<file path="src/rtl/wb_port_arbiter.sv">
// Round-robin arbiter that packs up to WB_WIDTH FU completions per cycle onto the ROB writeback ports.
// Grants are combinational; the selected payloads are registered onto wb_*_o one cycle later.
module wb_port_arbiter #(
  parameter int NUM_FU   = 6,
  parameter int WB_WIDTH = 4,
  parameter int DEPTH    = 64,
  localparam int IDX_W   = $clog2(DEPTH),
  localparam int PTR_W   = (NUM_FU > 1) ? $clog2(NUM_FU) : 1,
  localparam int CNT_W   = $clog2(WB_WIDTH + 1)
) (
  input  logic                               clk,
  input  logic                               reset_n,
  input  logic [NUM_FU-1:0]                  fu_valid_i,
  input  logic [NUM_FU-1:0][IDX_W-1:0]       fu_rob_idx_i,
  input  logic [NUM_FU-1:0]                  fu_exception_i,
  input  logic [NUM_FU-1:0]                  fu_mispred_i,
  output logic [NUM_FU-1:0]                  fu_ready_o,
  input  logic                               flush_i,
  output logic [WB_WIDTH-1:0]                wb_valid_o,
  output logic [WB_WIDTH-1:0][IDX_W-1:0]     wb_rob_idx_o,
  output logic [WB_WIDTH-1:0]                wb_exception_o,
  output logic [WB_WIDTH-1:0]                wb_mispred_o
);

  logic [PTR_W-1:0]                rr_ptr;
  logic [PTR_W-1:0]                rr_next_p0;
  logic [PTR_W-1:0]                last_fu_p0;
  logic [NUM_FU-1:0]               grant_p0;
  logic [WB_WIDTH-1:0]             port_vld_p0;
  logic [WB_WIDTH-1:0]             port_exc_p0;
  logic [WB_WIDTH-1:0]             port_mis_p0;
  logic [WB_WIDTH-1:0][IDX_W-1:0]  port_idx_p0;

  // Stage p0: rotate-scan from rr_ptr, granting valid FUs into the next free port
  always_comb begin : scan
    logic [PTR_W:0]   sum;
    logic [PTR_W-1:0] fu;
    logic [CNT_W-1:0] cnt;
    logic             flag_used;
    logic             flagged;
    sum         = '0;
    fu          = '0;
    cnt         = '0;
    flag_used   = 1'b0;
    flagged     = 1'b0;
    grant_p0    = '0;
    port_vld_p0 = '0;
    port_exc_p0 = '0;
    port_mis_p0 = '0;
    port_idx_p0 = '0;
    last_fu_p0  = rr_ptr;
    for (int k = 0; k < NUM_FU; k++) begin
      sum = {1'b0, rr_ptr} + (PTR_W+1)'(k);
      if (sum >= (PTR_W+1)'(NUM_FU)) sum = sum - (PTR_W+1)'(NUM_FU);
      fu      = sum[PTR_W-1:0];
      flagged = fu_exception_i[fu] | fu_mispred_i[fu];
      // A second flagged requester is passed over without using up a port
      if (fu_valid_i[fu] && (cnt < CNT_W'(WB_WIDTH)) && !(flagged && flag_used)) begin
        grant_p0[fu] = 1'b1;
        for (int p = 0; p < WB_WIDTH; p++) begin
          if (cnt == CNT_W'(p)) begin
            port_vld_p0[p] = 1'b1;
            port_idx_p0[p] = fu_rob_idx_i[fu];
            port_exc_p0[p] = fu_exception_i[fu];
            port_mis_p0[p] = fu_mispred_i[fu];
          end
        end
        flag_used  = flag_used | flagged;
        last_fu_p0 = fu;
        cnt        = cnt + CNT_W'(1);
      end
    end
  end

  assign rr_next_p0 = (last_fu_p0 == PTR_W'(NUM_FU - 1)) ? '0 : last_fu_p0 + PTR_W'(1);
  assign fu_ready_o = (reset_n && !flush_i) ? grant_p0 : '0;

  // Stage p1: register winners onto the ROB writeback ports
  always_ff @(posedge clk or negedge reset_n) begin
    if (!reset_n) begin
      rr_ptr         <= '0;
      wb_valid_o     <= '0;
      wb_rob_idx_o   <= '0;
      wb_exception_o <= '0;
      wb_mispred_o   <= '0;
    end else if (flush_i) begin
      wb_valid_o <= '0;
    end else begin
      wb_valid_o <= port_vld_p0;
      for (int p = 0; p < WB_WIDTH; p++) begin
        if (port_vld_p0[p]) begin
          wb_rob_idx_o[p]   <= port_idx_p0[p];
          wb_exception_o[p] <= port_exc_p0[p];
          wb_mispred_o[p]   <= port_mis_p0[p];
        end
      end
      if (|grant_p0) rr_ptr <= rr_next_p0;
    end
  end

endmodule

</file>
<file path="config.mk">
export PLATFORM = sky130hd
export DESIGN_NAME = wb_port_arbiter
export DESIGN_NICKNAME = d
export VERILOG_FILES = /design/src/rtl/wb_port_arbiter.sv
export SDC_FILE = /design/constraint.sdc
export NUM_CORES = 1
export LEC_CHECK = 0
export CORE_AREA = 2 2 116 118
export CTS_CLUSTER_DIAMETER = 60
export DETAILED_ROUTE_END_ITERATION = 7
export DIE_AREA = 0 0 118 120
export PLACE_DENSITY = 0.77
export RECOVER_POWER = 50
export REMOVE_ABC_BUFFERS = 1
export SLEW_MARGIN = 5
export SYNTH_ARGS = -nofsm -noshare
export SYNTH_HDL_FRONTEND = slang
export SYNTH_SLANG_ARGS = --single-unit
</file>
<file path="constraint.sdc">
create_clock -name clk -period 6.5 [get_ports clk]
set_input_delay 0.65 -clock clk [delete_from_list [all_inputs] [get_ports clk]]
set_output_delay 0.65 -clock clk [all_outputs]
set_load 0.02 [all_outputs]
</file>
# Yosys cells after proc, flatten, opt, wreduce, memory -nomap -nowiden
# Index checks and enable logic that the tools add are counted.
# classes
add_sub_neg,16
magnitude_cmp,23
n_eq_ne,16
n_mux,195
bitwise,16
n_reduce_logical,39
# op_table
cell,count
two-way mux 6 bit,34
two-way mux 24 bit,5
binary-select mux 6 bit (select 3 bit),6
two-way mux 1 bit,93
two-way mux 4 bit,16
binary-select mux 1 bit (select 3 bit),18
two-way mux 3 bit,17
"equality test 3 x 2 -> 1 bit, second input constant",10
OR 6 bit,5
"less-than comparator 3 x 4 -> 1 bit, second input constant",6
logical AND 1 bit,22
">= comparator 4 x 3 -> 1 bit, second input constant",5
demux 1 bit (select 3 bit),6
">= comparator 3 x 1 -> 1 bit, second input constant",6
"subtractor 3 bit, second input constant",6
"adder 3 x 1 -> 3 bit, second input constant",5
"equality test 3 x 1 -> 1 bit, second input constant",5
logical NOT 3 bit,5
"less-than comparator 3 bit, second input constant",5
OR 1 bit,10
AND reduction 2 bit,5
"adder 3 x 2 -> 4 bit, second input constant",2
"adder 3 x 3 -> 4 bit, second input constant",2
logical NOT 1 bit,6
5 further kinds,5
# totals
register_bits,39
input_bits,57
out_inout_bits,42
word_cells,319

# Depth between registers and ports, before layout
# logic_depth
depth_word,28
depth_mapped,31
ltp_nobuf,25

# Least setup slack after synthesis
# No wires, ideal clock.
# synth_path
path_type,register -> output
start,register rr_ptr[2]
end,output fu_ready_o[5]
arrival_ps,6020
setup_slack_ps,-170
path_stages_with_launch,27
cell_sequence,dfrtp_1 ha_1 buf_4 xnor2_1 nor4_1 a31oi_2 inv_2 o31a_1 o21ai_0 nand2_1 clkbuf_1 inv_1 ha_1 nand2_1 or4_4 o21a_2 buf_2 clkbuf_1 ha_1 inv_1 o21ai_0 o221a_2 nand3_4 buf_2 o31ai_1 nor2_1 a211oi_1
# synth_between
elab_chain_len,27
word_cells_on_any_way,150
classes_between,add/sub (15); order compare (23); mux (71); bitwise (15); reduce/logical (26)
# synth_lines
element,line,text
from (decl),25,logic [PTR_W-1:0] rr_ptr;
from (signal assigned),97,if (|grant_p0) rr_ptr <= rr_next_p0;
"adder 3 x 1 -> 4 bit, or another cell as far along",53,"sum = {1'b0, rr_ptr} + (PTR_W+1)'(k);"
">= comparator 4 x 3 -> 1 bit, or another cell as far along",54,if (sum >= (PTR_W+1)'(NUM_FU)) sum = sum - (PTR_W+1)'(NUM_FU);
two-way mux 3 bit or binary-select mux 1 bit (select 3 bit) (tied branches),"54, 56",
binary-select mux 1 bit (select 3 bit) or two-way mux 1 bit (tied branches),56,flagged = fu_exception_i[fu] | fu_mispred_i[fu];
two-way mux 1 bit (not written as such) or OR 1 bit (tied branches),56,
OR 1 bit or two-way mux 1 bit (tied branches),"56, 58",
logical AND 1 bit,58,if (fu_valid_i[fu] && (cnt < CNT_W'(WB_WIDTH)) && !(flagged && flag_used)) begin
logical NOT 1 bit,58,
(+11 left out),--,
logical AND 1 bit or logical NOT 1 bit (tied branches),58,
logical AND 1 bit,58,
two-way mux 3 bit or two-way mux 1 bit (tied branches),58,
less-than comparator 3 bit or logical AND 1 bit (tied branches),58,
logical AND 1 bit or logical NOT 1 bit (tied branches),58,
logical AND 1 bit,58,
two-way mux 6 bit *,58,
two-way mux 6 bit *,76,assign fu_ready_o = (reset_n && !flush_i) ? grant_p0 : '0;
to (decl),17,"output logic [NUM_FU-1:0] fu_ready_o,"
# Every way passes the cells marked *; elsewhere a longest branch is shown, timed or not. The select of a mux whose other input is x is not followed.

# Worst setup path in the final report
# layout_path
start,register rr_ptr[0]
end,output fu_ready_o[1]
# The elaborated chain is that of the path after synthesis.

==> results.md <==
* Die H at ~120 µm
* Finished Cell Area at 7918 µm²
* Largest family of logic cells by synthesized area: compound AO/OA/AOI/OAI gates
* Layout cells sized above 1 at between 10% and 20%
* Total negative slack at 0 ns
* Placed inst area at approximately 7700 µm²
* Clock Sinks at 39
* Initial antenna violation count at 0
* Initial core utilization at 49.03%
* Slew margin rel. at around a quarter
* Syn Area/Cell at 7.126 µm²
* Detailed Place HPWL at between 15000 and 20000 µm
* Synth Area in Adders at 3.539%
* CTS tree: yes
* Sequential share of the synthesized area at between 15 and 20%
* # diodes at 0
* H-tree Lvls at 2
* Worst path required time at roughly 6 ns
* Mapped Cells at 893
* Total core area at between 10000 and 15000 µm²
* Die ar. at approximately 14000 µm²
* Routability cong. at 1.022
* P&R area growth vs syn at 24.42%
* Unrepaired setup endpoints after global routing: yes
* Post-synth EDFFs at 0
* DR DRC count at 0
* Avg Vias per Cell at around 6.5
* Yosys top cell area share at between 10% and 20%
* Post-Synth Simple-Gate Area at 24.16%
* ANT nets after route at 0
* Hold WC Path Type: input port to async pin
* 1st-pass router iterations at 5
* Setup Skew at just under 0.007 ns
* Fmax at about 160 MHz
* Post-CTS Setup Inserts at 0
* Clock Tree Buf Depth at 2
* Crit. End Element: output pin
* Number of global-route vias before repair at ~7000
* Fin crit period at between 6 and 7 ns
* Final wirelength at roughly 23000 µm
* Status: completed
* Gr usage total at around 32%
* Num rows at between 40 and 50
* Io pins at 99
* Final hold violation count at 0
* Post-synthesis mux area share at around an eighth
* Synth area leaders: dfrtp_1 (15%), mux2i_1 (7.9%), nor2_1 (7.1%)
* Synth Cell Area at roughly 6400 µm²
* Worst-path fanout max at 14
* Total Nets Final at roughly 1100
* Final setup fails at 0
* First-pass GRT wire length at between 30000 and 40000 µm
* Die width at around 120 µm
* Post-synthesis xor/xnor area fraction at between 2 and 2.5%
* Synth Register Bits at 39
* Pin count of the biggest net entering global routing at around 40
* Slew @ Worst Pin at 1.102 ns
* Final Cycle Share at 95.20%
* Critical Path Source Type: register
* YS warnings at 0
* Max Slew Vio Count at 0
* Reg clk slew, reported paths at 0.07 ns
* Max Cap Viol at 0
* Port bufs at 98
* Top FF cell, synth: dfrtp_1
* Async SR Flop Fraction at between 90% and 100%
* WL per Instance at between 15 and 20 µm
* Synth area leader: dfrtp_1
* Critical path type: register to output pin
* Root Driver: clkbuf_16
* Num CTS Buffers at 5
* Cell variety after synth at between 80 and 90
* Total grt overflow at 0
* Via Count at around 7600
* Synth Area in Compound Gates at 35.39%
* Worst Path Arrival at 5.54 ns
* Skew-Pair Late Insertion Delay at between 0.2 and 0.3 ns
* Starting DRT DRC Count at 804
## cells in the final DEF (no fill, tap or decap), types with 9 or more instances in the layout
master / instances
inv_1: 23
o311ai_0: 14
o21ai_0: 56
ha_1: 18
a31oi_1: 23
mux2i_1: 50
o211ai_1: 11
buf_4: 60
nand2_1: 105
nor3_1: 21
a211oi_1: 35
nand2b_1: 9
a21oi_1: 55
nand3_1: 20
dlygate4sd3_1: 20
o22ai_1: 18
mux2_2: 29
dfrtp_1: 37
clkdlybuf4s50_1: 71
or3_1: 22
nor2_1: 121
xnor2_1: 9
## routing by layer
| metal | part of all wire, % | vias up | track usage (%) |
|---|---|---|---|
| met3 | 8.4 | 98 | 4.278 |
| met5 | 0 | - | 0 |
| met2 | 45 | 403 | 53.16 |
| met4 | 5.5 | 0 | 15.81 |
| met1 | 41 | 3530 | 41.69 |
| li1 | - | 3565 | - |
## cell type report
class	instances	area [µm²]
tap	176	220.2
timing repair buffer	158	1426
inverter	27	101.3
clock inverter	3	46.29
fill	1226	5062
multi-input combinational	764	5020
sequential	39	978.4
clock buffer	5	125.1
## worst paths after layout
kind,slack (ns),from,cells after the start,end
worst max-delay path,0.31,rr_ptr[0],25,fu_ready_o[1]
worst min-delay path,0.49,reset_n,1,wb_mispred_o[0]
worst max register to register,0.68,rr_ptr[0],24,wb_rob_idx_o[2]
worst min register to register,0.49,wb_rob_idx_o[11],1,wb_rob_idx_o[11]
max in group asynchronous,5.39,reset_n,1,rr_ptr[1]
min in group clk,0.49,wb_rob_idx_o[11],1,wb_rob_idx_o[11]
## through the flow
step | utilization [%] | setup slack (ns) | hold slack [ns] | std cells
2_1_floorplan | - | -3.025 | 0.3544 | 830
6_report | 61.00 | 0.3120 | 0.4923 | 1172
3_3_place_gp | 59.52 | 0.3847 | 0.4874 | 1164
5_1_grt | 61.00 | 0.001056 | 0.5106 | 1172
3_5_place_dp | 59.52 | 0.2216 | 0.4762 | 1164
4_1_cts | 60.84 | 0.02267 | 0.5008 | 1172
## cells in the mapped netlist, drive strengths merged, types with 8 or more instances
cell type	instances
nor3	21
mux2	29
a21oi	55
buf	25
o211ai	11
or3	22
ha	18
inv	27
o21ai	59
nand3	21
a211oi	36
o22ai	18
clkbuf	38
nand2	106
o311ai	14
a31oi	26
and2	8
o2bb2ai	8
nand2b	9
mux2i	50
nor2	121
dfrtp	39
xnor2	11
## kinds of logic after synthesis
group	Yosys count
AO/OA/AOI/OAI	314
flip-flops	39
multiplexers	79
adder cells (fa/ha/maj)	18
XOR/XNOR	15
AND/OR/NAND/NOR	338
buffers and inverters	90
## critical path, cell delays in order, from the launching register on
cell,delay (ns)
dfrtp_2,0.46
inv_2,0.18
ha_1,0.34
and3_1,0.21
mux2_2,0.28
a22oi_1,0.23
a21o_1,0.21
o21ai_0,0.09
nand2_1,0.11
inv_1,0.08
ha_1,0.39
nand2_1,0.10
or4_4,0.43
o21a_2,0.18
a21oi_1,0.25
a31oi_2,0.07
ha_1,0.22
nand2_1,0.07
a211oi_1,0.06
xnor2_1,0.30
nand3_4,0.12
buf_4,0.21
nor2_1,0.14
nand3_1,0.10
a21oi_1,0.16
dlymetal6s2s_1,0.26
## flip-flops by register name, indices dropped and copies added, names as in the netlist
name / flops
wb_rob_idx_o: 24
wb_exception_o: 4
wb_mispred_o: 4
wb_valid_o: 4
rr_ptr: 3
## timing repair
action	4_1_cts	5_1_grt
endpoints found under the hold margin	0	0
gates resized for setup	0	12
hold buffers	0	0
setup endpoints to repair	0	6
Power is not shown: default switching activity piles up to over one toggle a cycle in this logic, so the estimate is an artifact.
